## src/rtl/annul_survivor_serializer_pkg.sv

```systemverilog
// Shared helpers for the survivor serializer: index-width derivation and word slicing.
// Packed-bus convention: word i lives at bits [i*WORD_WIDTH +: WORD_WIDTH].
package annul_survivor_serializer_pkg;

    // Ceiling log2, floored at 1 bit so a 2-word batch still gets an index bit.
    function automatic int clog2(input int value);
        int result;
        result = 1;
        for (int i = 1; i < 31; i++) begin
            if ((1 << i) < value) begin
                result = i + 1;
            end
        end
        return result;
    endfunction

    function automatic int word_lsb(input int idx, input int width);
        return idx * width;
    endfunction

endpackage

```

## src/rtl/Annuller.sv

```systemverilog
// Forces a word to zero when annul is high; combinational, no backpressure involvement.
// "AND" masks the data bits, any other implementation uses a mux.
module Annuller #(
    parameter int    WORD_WIDTH     = 8,
    parameter string IMPLEMENTATION = "AND"
) (
    input  logic                  annul,
    input  logic [WORD_WIDTH-1:0] data_in,
    output logic [WORD_WIDTH-1:0] data_out
);

    generate
        if (IMPLEMENTATION == "AND") begin : g_and
            assign data_out = data_in & {WORD_WIDTH{~annul}};
        end else begin : g_mux
            assign data_out = annul ? '0 : data_in;
        end
    endgenerate

endmodule

```

## src/rtl/survivor_select.sv

```systemverilog
// Picks the lowest pending survivor: one-hot, index, is-last flag and the annulled-OR word.
// Purely combinational; zero latency, no handshake of its own.
module survivor_select
    import annul_survivor_serializer_pkg::*;
#(
    parameter  int WORD_WIDTH  = 8,
    parameter  int INPUT_COUNT = 4,
    localparam int INDEX_WIDTH = clog2(INPUT_COUNT)
) (
    input  logic [INPUT_COUNT-1:0]            i_mask,
    input  logic [INPUT_COUNT*WORD_WIDTH-1:0] i_words,
    output logic [INPUT_COUNT-1:0]            o_onehot,
    output logic [INDEX_WIDTH-1:0]            o_index,
    output logic                              o_is_last,
    output logic [WORD_WIDTH-1:0]             o_word
);

    logic [WORD_WIDTH-1:0] w_annulled [INPUT_COUNT];
    logic [WORD_WIDTH-1:0] w_word_or;
    logic [INDEX_WIDTH-1:0] w_index;

    // Two's-complement trick isolates the lowest set bit.
    assign o_onehot  = i_mask & ((~i_mask) + INPUT_COUNT'(1));
    assign o_is_last = (i_mask != '0) && ((i_mask & (i_mask - INPUT_COUNT'(1))) == '0);

    always_comb begin
        w_index = '0;
        for (int i = 0; i < INPUT_COUNT; i++) begin
            if (o_onehot[i]) begin
                w_index = INDEX_WIDTH'(i);
            end
        end
    end
    assign o_index = w_index;

    // Every word except the selected one is annulled, so an OR merges to the selection.
    genvar g;
    generate
        for (g = 0; g < INPUT_COUNT; g++) begin : g_annul
            Annuller #(
                .WORD_WIDTH     (WORD_WIDTH),
                .IMPLEMENTATION ("AND")
            ) u_annuller (
                .annul    (~o_onehot[g]),
                .data_in  (i_words[word_lsb(g, WORD_WIDTH) +: WORD_WIDTH]),
                .data_out (w_annulled[g])
            );
        end
    endgenerate

    always_comb begin
        w_word_or = '0;
        for (int i = 0; i < INPUT_COUNT; i++) begin
            w_word_or = w_word_or | w_annulled[i];
        end
    end
    assign o_word = w_word_or;

endmodule

```

## src/rtl/annul_survivor_serializer.sv

```systemverilog
// Serializes the surviving words of a batch in ascending index order, one per handshake.
// Latency 1 cycle from accept; output held stable under backpressure, new batch accepted on the last handshake.
module annul_survivor_serializer
    import annul_survivor_serializer_pkg::*;
#(
    parameter  int WORD_WIDTH  = 8,
    parameter  int INPUT_COUNT = 4,
    localparam int INDEX_WIDTH = clog2(INPUT_COUNT)
) (
    input  logic                              clock,
    input  logic                              reset_n,
    input  logic                              flush,
    input  logic                              in_valid,
    output logic                              in_ready,
    input  logic [INPUT_COUNT-1:0]            in_survivors,
    input  logic [INPUT_COUNT*WORD_WIDTH-1:0] in_words,
    output logic                              out_valid,
    input  logic                              out_ready,
    output logic [WORD_WIDTH-1:0]             out_data,
    output logic [INDEX_WIDTH-1:0]            out_index,
    output logic                              out_last
);

    logic [INPUT_COUNT-1:0]            r_mask;
    logic [INPUT_COUNT*WORD_WIDTH-1:0] r_words;

    logic [INPUT_COUNT-1:0] w_onehot;
    logic [INDEX_WIDTH-1:0] w_sel_index;
    logic                   w_sel_last;
    logic [WORD_WIDTH-1:0]  w_sel_word;
    logic                   w_busy;
    logic                   w_out_hs;
    logic                   w_accept;

    survivor_select #(
        .WORD_WIDTH  (WORD_WIDTH),
        .INPUT_COUNT (INPUT_COUNT)
    ) u_select (
        .i_mask    (r_mask),
        .i_words   (r_words),
        .o_onehot  (w_onehot),
        .o_index   (w_sel_index),
        .o_is_last (w_sel_last),
        .o_word    (w_sel_word)
    );

    assign w_busy    = |r_mask;
    assign out_valid = w_busy;
    assign w_out_hs  = out_valid && out_ready;

    // Ready on the final handshake too, so consecutive batches run without a bubble.
    assign in_ready = !flush && (!w_busy || (w_out_hs && w_sel_last));
    assign w_accept = in_valid && in_ready;

    Annuller #(
        .WORD_WIDTH     (WORD_WIDTH),
        .IMPLEMENTATION ("AND")
    ) u_out_annul (
        .annul    (!out_valid),
        .data_in  (w_sel_word),
        .data_out (out_data)
    );

    assign out_index = out_valid ? w_sel_index : '0;
    assign out_last  = out_valid && w_sel_last;

    always_ff @(posedge clock or negedge reset_n) begin
        if (!reset_n) begin
            r_mask  <= '0;
            r_words <= '0;
        end else if (flush) begin
            r_mask <= '0;
        end else if (w_accept) begin
            r_mask  <= in_survivors;
            r_words <= in_words;
        end else if (w_out_hs) begin
            r_mask <= r_mask & ~w_onehot;
        end
    end

endmodule

```

## config.mk

```make
export PLATFORM = sky130hd
export DESIGN_NAME = annul_survivor_serializer
export DESIGN_NICKNAME = d
export VERILOG_FILES = /design/src/rtl/annul_survivor_serializer_pkg.sv /design/src/rtl/Annuller.sv /design/src/rtl/survivor_select.sv /design/src/rtl/annul_survivor_serializer.sv
export SDC_FILE = /design/constraint.sdc
export NUM_CORES = 1
export LEC_CHECK = 0
export BUFFER_PORTS_ARGS = -buffer_cell sky130_fd_sc_hd__buf_2
export CORE_ASPECT_RATIO = 0.9
export CORE_MARGIN = 2
export CORE_UTILIZATION = 47
export DETAILED_ROUTE_END_ITERATION = 6
export PLACE_DENSITY_LB_ADDON = 0.25
export SLEW_MARGIN = 30
export SYNTH_ARGS = -nofsm -noshare
export SYNTH_HDL_FRONTEND = slang
export SYNTH_HIERARCHICAL = 1
export SYNTH_SLANG_ARGS = --single-unit
```

## constraint.sdc

```tcl
create_clock -name clock -period 3.1 [get_ports clock]
set_clock_uncertainty 0.05 [all_clocks]
set_input_delay 0.31 -clock clock [delete_from_list [all_inputs] [get_ports clock]]
set_output_delay 0.31 -clock clock [all_outputs]
set_load 0.02 [all_outputs]
```

==> results.sh, run 1 <==
export IMPL_fin_tns_setup_ps=0
export IMPL_grt_pass1_wl_um=6250
export IMPL_critPathArrivalTime_ps=2290
export IMPL_critical_path_most_common_cell="nor2b_1"
export IMPL_cp_slowest_cell="dfrtp_1"
export IMPL_synth_seq_cells=36
export IMPL_timing_critical_path_from_type="flop"
export IMPL_timing_hold_worst_class="in -> async"
export IMPL_yosys_cell_types_count=26
export IMPL_tritoncts="built"
export IMPL_numClockSinks=36
export IMPL_power_density_mw_per_mm2=869
export IMPL_synthesis_warning_total=6
export IMPL_crit_path_cell_trace="inv_1, nand2_1, nor2b_1, or4_1, nor2b_1, buf_2"
export IMPL_fin_area_mm2=0.00240
export IMPL_drive_above_1_share=0.441
export IMPL_critPathBufInv=2
export IMPL_drcViolationCount=0
export IMPL_reg2reg_from="r_mask[2]"
export IMPL_outcome="finished clean"
export IMPL_clk_insertion_delay_late_ps=280
export IMPL_layout_cells_most_common="buf_2"
export IMPL_r2r_slack_ps=640
export IMPL_max_slew_margin=0.467
export IMPL_largest_net_degree_at_the_start_of_global_routing=37
export IMPL_initialDrtViolationCount=60
export IMPL_worstSetupStartpoint="r_mask[0]"
export IMPL_place_area_mm2=0.00229
export IMPL_tightestPinTransition_ps=800
export IMPL_dr_vias_cell=5.08
export IMPL_number_of_nets_in_the_synthesized_netlist=206
export IMPL_worst_path_dominant_cell_family="simple AND/OR/NAND/NOR gates"
export IMPL_antenna_violations_before_repair=0
export IMPL_overall_routed_net_length_um=3820
export IMPL_crit_path_end_kind="output port"
export IMPL_crit_cells=6
export IMPL_die_width_um=73.1
export IMPL_worst_r2r_path_depth=5
export IMPL_mostFrequentLayoutCells="buf_2, nor2b_1, dfrtp_1"
export IMPL_r2r_end="r_words[20]"
export IMPL_cts_buffer_depth=2
export IMPL_dp_final_hpwl_um=2760
export IMPL_cts_hold_buffers_added=0
export IMPL_critPathKind="reg -> out"
export IMPL_grt_usage=0.173
export IMPL_max_cap_violations=0
export IMPL_number_of_global_route_vias_before_repair=1290
export IMPL_post_cts_resize_count=0
export IMPL_die_h_um=66.2
export IMPL_unrepaired_setup_endpoints_after_global_routing="false"
export IMPL_h_tree_depth=2
export IMPL_critical_path_peak_fanout=11
export IMPL_drt_wirelength_per_cell_um=14.2
export IMPL_report_final_hold_viol_count=0
export IMPL_total_setup_buffers_inserted_after_cts=0
export IMPL_clk_pin_slew_worst_paths_ps=70
export IMPL_worstPathRequired_ps=2740
export IMPL_syn2layout_area_growth_pct=18.7
export IMPL_period_utilisation_layout=0.855
export IMPL_io_buffers=53
export IMPL_syn_cell_area_mm2=0.00202
export IMPL_setup_viol=0
export IMPL_ant_nets=0
export IMPL_grt_remaining_overflow=0
export IMPL_initial_utilization=0.492
export IMPL_antennaDiodeCount=0
export IMPL_post_layout_total_power_mw=2.08
export IMPL_row_count=22
export IMPL_vias=1371
export IMPL_synth_avg_cell_area_um2=12.2
export IMPL_leakagePower_nw=1.16
export IMPL_final_net_count=262
export IMPL_die_area_mm2=0.00484
export IMPL_crit_path_max_incr_delay_ps=530
export IMPL_share_of_the_yosys_chip_area_belonging_to_registers=0.446
export IMPL_min_period_ps=2650
export IMPL_synthesis_instances=165
export IMPL_cts_root_buf="clkbuf_8"
export IMPL_drt_pass1_iterations=4
export IMPL_floorplan_core_area_mm2=0.00410
export IMPL_routabilityCongestion=0.764
export IMPL_fmaxAchievable_mhz=377
export IMPL_worst_ir_drop_vdd_mv=0.439
export IMPL_critical_path_endpoint="out_data[4]"
export IMPL_tritoncts_buffer_count=5
export IMPL_drv_slew=0
export IMPL_count_of_pins_on_the_block_boundary=54
## kinds of logic (layout without fill, tap and decap cells)
family,after synthesis,after routing,share of synthesized area
multiplexers,34,34,0.240
buffers and inverters,10,67,0.0489
XOR/XNOR,1,1,0.00434
AND/OR/NAND/NOR,68,68,0.213
flip-flops,36,36,0.446
AO/OA/AOI/OAI,16,16,0.0477
## worst min-delay path by stage
stage | from | to | slack [ps] | cells past startpoint
4_1_cts | reset_n | r_words[19] | 80 | 1
2_1_floorplan | reset_n | r_mask[0] | -40 | 0
6_report | reset_n | r_words[12] | 60 | 1
5_1_grt | reset_n | r_words[3] | 110 | 1
3_3_place_gp | reset_n | r_words[12] | 390 | 1
3_5_place_dp | reset_n | r_words[29] | 390 | 1
## layer usage
layer,track usage,vias to the layer above,part of all wire
li1,-,682,-
met1,0.243,646,0.50
met2,0.261,41,0.45
met3,0.0381,2,0.051
met4,0.0625,0,0.0042
met5,0,-,0
## power breakdown
group | internal, mW | switching [mW]
registers | 0.693 | 0.137
logic | 0.520 | 0.331
clock network | 0.238 | 0.164
total | 1.45 | 0.632
## Yosys cell counts (all sizes together)
cell,instances,area [um2]
nor3,1,5.00
mux2i,2,20.0
nor2b,40,250
o21ai,4,20.0
clkinv,1,5.00
o211a,1,10.0
buf,5,78.8
mux2,32,465
o211ai,2,15.0
nor2,7,26.3
nand2,2,7.51
dfrtp,36,901
nor4b,2,17.5
o21a,1,7.51
xor2,1,8.76
a211o,1,8.76
a21oi,7,35.0
and2,5,31.3
or4,9,71.3
or3,1,6.26
inv,4,15.0
nand2b,1,13.8
## stage by stage
stage / setup WS, ps / std cells / hold WS [ps] / util
final: 449 / 270 / 60.8 / 0.585
after global routing: 271 / 270 / 105 / 0.585
after CTS: 456 / 270 / 77.0 / 0.585
after detailed placement: 656 / 262 / 388 / 0.557
after global placement: 703 / 262 / 385 / 0.557
after floorplan: 979 / 165 / -35.6 / -
## sequential cells by signal, indices dropped and copies added (netlist names)
register and flops:
r_mask 4, r_words 32
## layout make-up
cell class	instances	area, um2
clock buffer	5	68.8
clock inverter	3	42.5
fill	330	1700
inverter	5	20.0
multi-input combinational	119	1020
sequential	36	901
tap	48	60.1
timing repair buffer	54	285
Note: power is estimated with default switching activity, not from simulation.
==> run 2: changes to the inputs <==
- ABC_AREA: default -> 1
==> results.sh, run 2 <==
export IMPL_final_net_count=410
export IMPL_fmaxAchievable_mhz=383
export IMPL_antennaDiodeCount=0
export IMPL_grt_pass1_wl_um=7920
export IMPL_yosys_cell_types_count=19
export IMPL_syn_cell_area_mm2=0.00222
export IMPL_synth_area_leaders="dfrtp_1, nand2_1, nor2_1"
export IMPL_crit_path_end_kind="output port"
export IMPL_pwr_share_seq=0.455
export IMPL_min_period_ps=2610
export IMPL_cts_buffer_depth=2
export IMPL_post_synth_top_count_cell="nand2_1"
export IMPL_max_slew_margin=0.485
export IMPL_top_register="r_words"
export IMPL_report_final_hold_viol_count=0
export IMPL_max_cap_violations=0
export IMPL_antenna_violations_before_repair=0
export IMPL_critical_path_most_common_cell="nand2_1"
export IMPL_overall_routed_net_length_um=4810
export IMPL_grt_usage=0.189
export IMPL_routabilityCongestion=0.778
export IMPL_dr_vias_cell=4.62
export IMPL_pwr_share_comb=0.199
export IMPL_numClockSinks=36
export IMPL_setup_viol=0
export IMPL_tritoncts="built"
export IMPL_syn2layout_area_growth_pct=14.8
export IMPL_synth_top_cells_by_count="nand2_1, nor2_1, inv_1, dfrtp_1, nand3_1"
export IMPL_vias=1995
export IMPL_number_of_global_route_vias_before_repair=1813
export IMPL_period_utilisation_layout=0.843
export IMPL_ant_nets=0
export IMPL_unrepaired_setup_endpoints_after_global_routing="false"
export IMPL_die_area_mm2=0.00528
export IMPL_power_net_switching_mw=0.390
export IMPL_layout_top_registers="r_words x32, r_mask x4"
export IMPL_number_of_nets_in_the_synthesized_netlist=366
export IMPL_fin_tns_setup_ps=0
export IMPL_outcome="finished clean"
export IMPL_clk_pin_slew_worst_paths_ps=70
export IMPL_place_detailed_instances=424
export IMPL_synth_avg_cell_area_um2=6.82
export IMPL_crit_path_cell_trace="inv_1, nand2_2, nand2_1, nand2_1, a21oi_1, nand2_1, a21oi_4, buf_2"
export IMPL_fin_hold_ws_ps=40.4
export IMPL_async_flop_share=1.00
export IMPL_drt_wirelength_per_cell_um=11.1
export IMPL_synthesis_warning_total=6
export IMPL_cts_root_buf="clkbuf_8"
export IMPL_synthesis_instances=325
export IMPL_largest_net_degree_at_the_start_of_global_routing=39
export IMPL_layout_cells_most_common="nand2_1"
export IMPL_share_of_the_yosys_chip_area_belonging_to_registers=0.406
export IMPL_mostFrequentLayoutCells="nand2_1, nor2_1, inv_1"
export IMPL_initial_utilization=0.494
export IMPL_swShare=0.295
export IMPL_synth_top_area_frac=0.406
export IMPL_power_report_internal_total_mw=0.931
export IMPL_drcViolationCount=0
export IMPL_drt_pass1_iterations=4
export IMPL_initialDrtViolationCount=68
export IMPL_grt_remaining_overflow=0
export IMPL_tightestPinTransition_ps=773
export IMPL_floorplan_core_area_mm2=0.00449
export IMPL_largest_register_ffs=32
export IMPL_synth_edf_count=0
export IMPL_finalNonFillerCells=432
export IMPL_worst_r2r_path_depth=11
export IMPL_cp_slowest_cell="dfrtp_1"
export IMPL_h_tree_depth=2
export IMPL_clk_insertion_delay_late_ps=290
export IMPL_ys_flop_type="dfrtp_1"
export IMPL_total_setup_buffers_inserted_after_cts=0
export IMPL_power_clock_fraction=0.346
export IMPL_row_count=23
export IMPL_leakagePower_nw=1.46
export IMPL_post_layout_total_power_mw=1.32
export IMPL_count_of_pins_on_the_block_boundary=54
export IMPL_power_density_mw_per_mm2=519
export IMPL_dp_final_hpwl_um=3540
export IMPL_drive_above_1_share=0.232
export IMPL_critPathKind="reg -> out"
export IMPL_timing_critical_path_from_type="flop"
export IMPL_timing_hold_worst_class="in -> async"
export IMPL_synth_seq_cells=36
export IMPL_cts_hold_buffers_added=0
export IMPL_worst_ir_drop_vdd_mv=0.250
export IMPL_netlist_top_cell_by_area="dfrtp_1"
export IMPL_r2r_slack_ps=700
export IMPL_critical_path_peak_fanout=15
export IMPL_critPathArrivalTime_ps=2250
export IMPL_die_h_um=69.2
export IMPL_io_buffers=53
export IMPL_die_width_um=76.4
export IMPL_crit_path_max_incr_delay_ps=480
export IMPL_post_cts_resize_count=0
export IMPL_tritoncts_buffer_count=5
export IMPL_drv_slew=0
export IMPL_worstPathRequired_ps=2740
run 2: cell families (layout without fill, tap and decap cells):
group,count (synthesis),count (layout),share of synthesized area
AND/OR/NAND/NOR,211,211,0.415
buffers and inverters,75,120,0.165
AO/OA/AOI/OAI,3,3,0.0135
flip-flops,36,36,0.406
run 2: final cells by class:
cell class,instances,area [um2]
repair buffers,54,273
clock inverters,1,30.0
well taps,62,77.6
multi-input cells,214,951
flip-flops and latches,36,901
clock buffers,7,96.3
fillers,479,1940
inverters,58,218
run 2: worst paths after layout:
path / from / end
worst min-delay path: reset_n / r_words[27]
worst min register to register: r_words[5] / r_words[5]
max in group asynchronous: reset_n / r_mask[2]
worst max register to register: r_mask[0] / r_mask[0]
min in group clock: in_words[5] / r_words[5]
worst max-delay path: r_mask[0] / in_ready
run 2: power by group through the flow:
stage	sequential [mW]	clock, mW	combinational, mW
floorplan	0.596	0	0.208
global route	0.612	0.480	0.304
finish	0.601	0.457	0.263
global placement	0.608	0	0.259
CTS	0.602	0.465	0.267
detailed placement	0.610	0	0.266
run 2: through the flow:
step / util / worst slack, ps / cell area, um2
after detailed placement: 0.539 / 713 / 2420
after global placement: 0.539 / 805 / 2420
after floorplan: - / 1320 / 2220
after CTS: 0.567 / 501 / 2550
after global routing: 0.567 / 357 / 2550
final: 0.567 / 487 / 2550
run 2: worst max-delay path, delay by kind of cell (launching register included):
family / cells / cell delay [ps]
AO/OA/AOI/OAI: 2 / 580
buffers and inverters: 2 / 520
AND/OR/NAND/NOR: 4 / 400
flip-flops: 1 / 480
run 2: metal layers:
layer  part of all wire  track usage
met5                  0            0
met4              0.019       0.0667
met3              0.054       0.0445
met2               0.45        0.303
met1               0.48        0.250
==> run 3: changes to the inputs <==
- ABC_AREA: 1 -> 0
- clock period: 3.1 -> 2.3 ns (I/O delays scaled with it)
==> results.sh, run 3 (synthesized netlist as in run 1, its figures left out) <==
export IMPL_outcome="finished clean"
export IMPL_r2r_end="r_words[20]"
export IMPL_antennaDiodeCount=0
export IMPL_die_area_mm2=0.00484
export IMPL_setup_viol=0
export IMPL_final_net_count=268
export IMPL_largest_net_degree_at_the_start_of_global_routing=37
export IMPL_count_of_pins_on_the_block_boundary=54
export IMPL_max_slew_margin=0.478
export IMPL_io_buffers=53
export IMPL_finalCoreUtilization=0.612
export IMPL_floorplan_core_area_mm2=0.00410
export IMPL_tightestPinTransition_ps=783
export IMPL_multi_input_comb_area_mm2=0.00103
export IMPL_unrepaired_setup_endpoints_after_global_routing="false"
export IMPL_min_period_ps=2190
export IMPL_overall_routed_net_length_um=3860
export IMPL_critPathArrivalTime_ps=1910
export IMPL_mostFrequentLayoutCells="buf_2, nor2b_1, dfrtp_1"
export IMPL_row_count=22
export IMPL_numClockSinks=36
export IMPL_drcViolationCount=0
export IMPL_routabilityCongestion=0.790
export IMPL_fmaxAchievable_mhz=458
export IMPL_drt_pass1_iterations=4
export IMPL_clk_insertion_delay_late_ps=290
export IMPL_drive_above_1_share=0.478
export IMPL_fin_tns_setup_ps=0
export IMPL_critical_path_peak_fanout=8
export IMPL_drt_wirelength_per_cell_um=14.0
export IMPL_area_sequential_um2=905
export IMPL_cts_root_buf="clkbuf_8"
export IMPL_timing_critical_path_from_type="flop"
export IMPL_min_delay_path_depth=2
export IMPL_tritoncts_buffer_count=5
export IMPL_initial_utilization=0.492
export IMPL_clk_pin_slew_worst_paths_ps=80
export IMPL_drv_slew=0
export IMPL_timing_hold_worst_endpoint="r_words[8]"
export IMPL_h_tree_depth=2
export IMPL_layout_cells_most_common="buf_2"
export IMPL_worst_r2r_path_depth=6
export IMPL_finalNonFillerCells=276
export IMPL_cts_buffer_depth=2
export IMPL_top_register="r_words"
export IMPL_worst_ir_drop_vdd_mv=0.535
export IMPL_dp_final_hpwl_um=2740
export IMPL_max_cap_violations=0
export IMPL_layout_top_registers="r_words x32, r_mask x4"
export IMPL_die_h_um=66.2
export IMPL_grt_remaining_overflow=0
export IMPL_timing_hold_worst_class="in -> reg"
export IMPL_syn2layout_area_growth_pct=24.3
export IMPL_period_utilisation_layout=0.950
export IMPL_leakagePower_nw=1.21
export IMPL_dr_vias_cell=4.90
export IMPL_power_density_mw_per_mm2=1230
export IMPL_worstSetupStartpoint="r_mask[1]"
export IMPL_ant_nets=0
export IMPL_die_width_um=73.1
export IMPL_grt_pass1_wl_um=6180
export IMPL_initialDrtViolationCount=43
export IMPL_crit_path_end_kind="output port"
export IMPL_tritoncts="built"
export IMPL_vias=1353
export IMPL_largest_register_ffs=32
export IMPL_place_detailed_instances=266
export IMPL_nFillCells=342
export IMPL_reg2reg_from="r_mask[2]"
export IMPL_number_of_global_route_vias_before_repair=1261
export IMPL_worstPathRequired_ps=2020
export IMPL_r2r_slack_ps=130
export IMPL_grt_usage=0.174
export IMPL_report_final_hold_viol_count=0
export IMPL_worst_hold_startpoint="in_words[8]"
export IMPL_antenna_violations_before_repair=0
export IMPL_critPathKind="reg -> out"
run 3: changes by cell type in the layout (fill, tap and decap cells not counted), sizes merged, moves of 5 or more:
cell   change
nand2    -101
and2       +5
nand3     -35
or4        +9
inv       -54
nor2b     +40
buf        +5
nor2      -62
mux2      +32
run 3: timing repair:
item / in CTS / in global routing
resized for setup: 3 / 4
hold buffers: 1 / 0
endpoints found under the hold margin: 27 / 0
pin swaps: 0 / 1
setup endpoints to repair: 8 / 12
setup buffers: 0 / 1
run 3: critical path, cell delays in order (launching register included):
cell and delay [ps]:
dfrtp_1 420, buf_4 170, or3_4 450, nor2b_1 120, or4_1 100, nor2b_1 160, buf_2 190
run 3: how the worst max path moves through the flow:
stage	end	slack, ps	cells past startpoint
3_3_place_gp	r_words[2]	160	6
2_1_floorplan	r_words[0]	180	6
3_5_place_dp	r_words[17]	130	6
4_1_cts	out_data[5]	10	6
6_report	out_data[3]	110	6
5_1_grt	out_data[3]	3	6
run 3: where the power goes:
part,total [mW],switching [mW],internal (mW)
sequential,1.12,0.184,0.937
combinational,1.19,0.461,0.732
clock,0.769,0.227,0.542
run 3: per-layer routing:
layer  up-vias  GRT usage  part of all wire
li1        692          -                 -
met1       621      0.241              0.48
met2        34      0.261              0.45
met3         6     0.0518             0.054
met4         0     0.0556            0.0088
met5         -          0                 0
run 3: through the flow:
stage	setup WS, ps	hold WS, ps	area, um2	power, mW
after global routing	2.60	97.9	2510	3.27
after floorplan	179	-116	2020	2.03
after global placement	164	312	2320	2.29
after detailed placement	134	311	2320	2.30
final	115	115	2510	3.08
after CTS	11.6	105	2490	3.10
run 3: final cells by class:
| class | count | share of cell area |
|---|---|---|
| multi-input cells | 119 | 0.412 |
| flip-flops and latches | 36 | 0.360 |
| repair buffers | 60 | 0.133 |
| clock inverters | 3 | 0.0359 |
| clock buffers | 5 | 0.0274 |
| well taps | 48 | 0.0239 |
| inverters | 5 | 0.00797 |
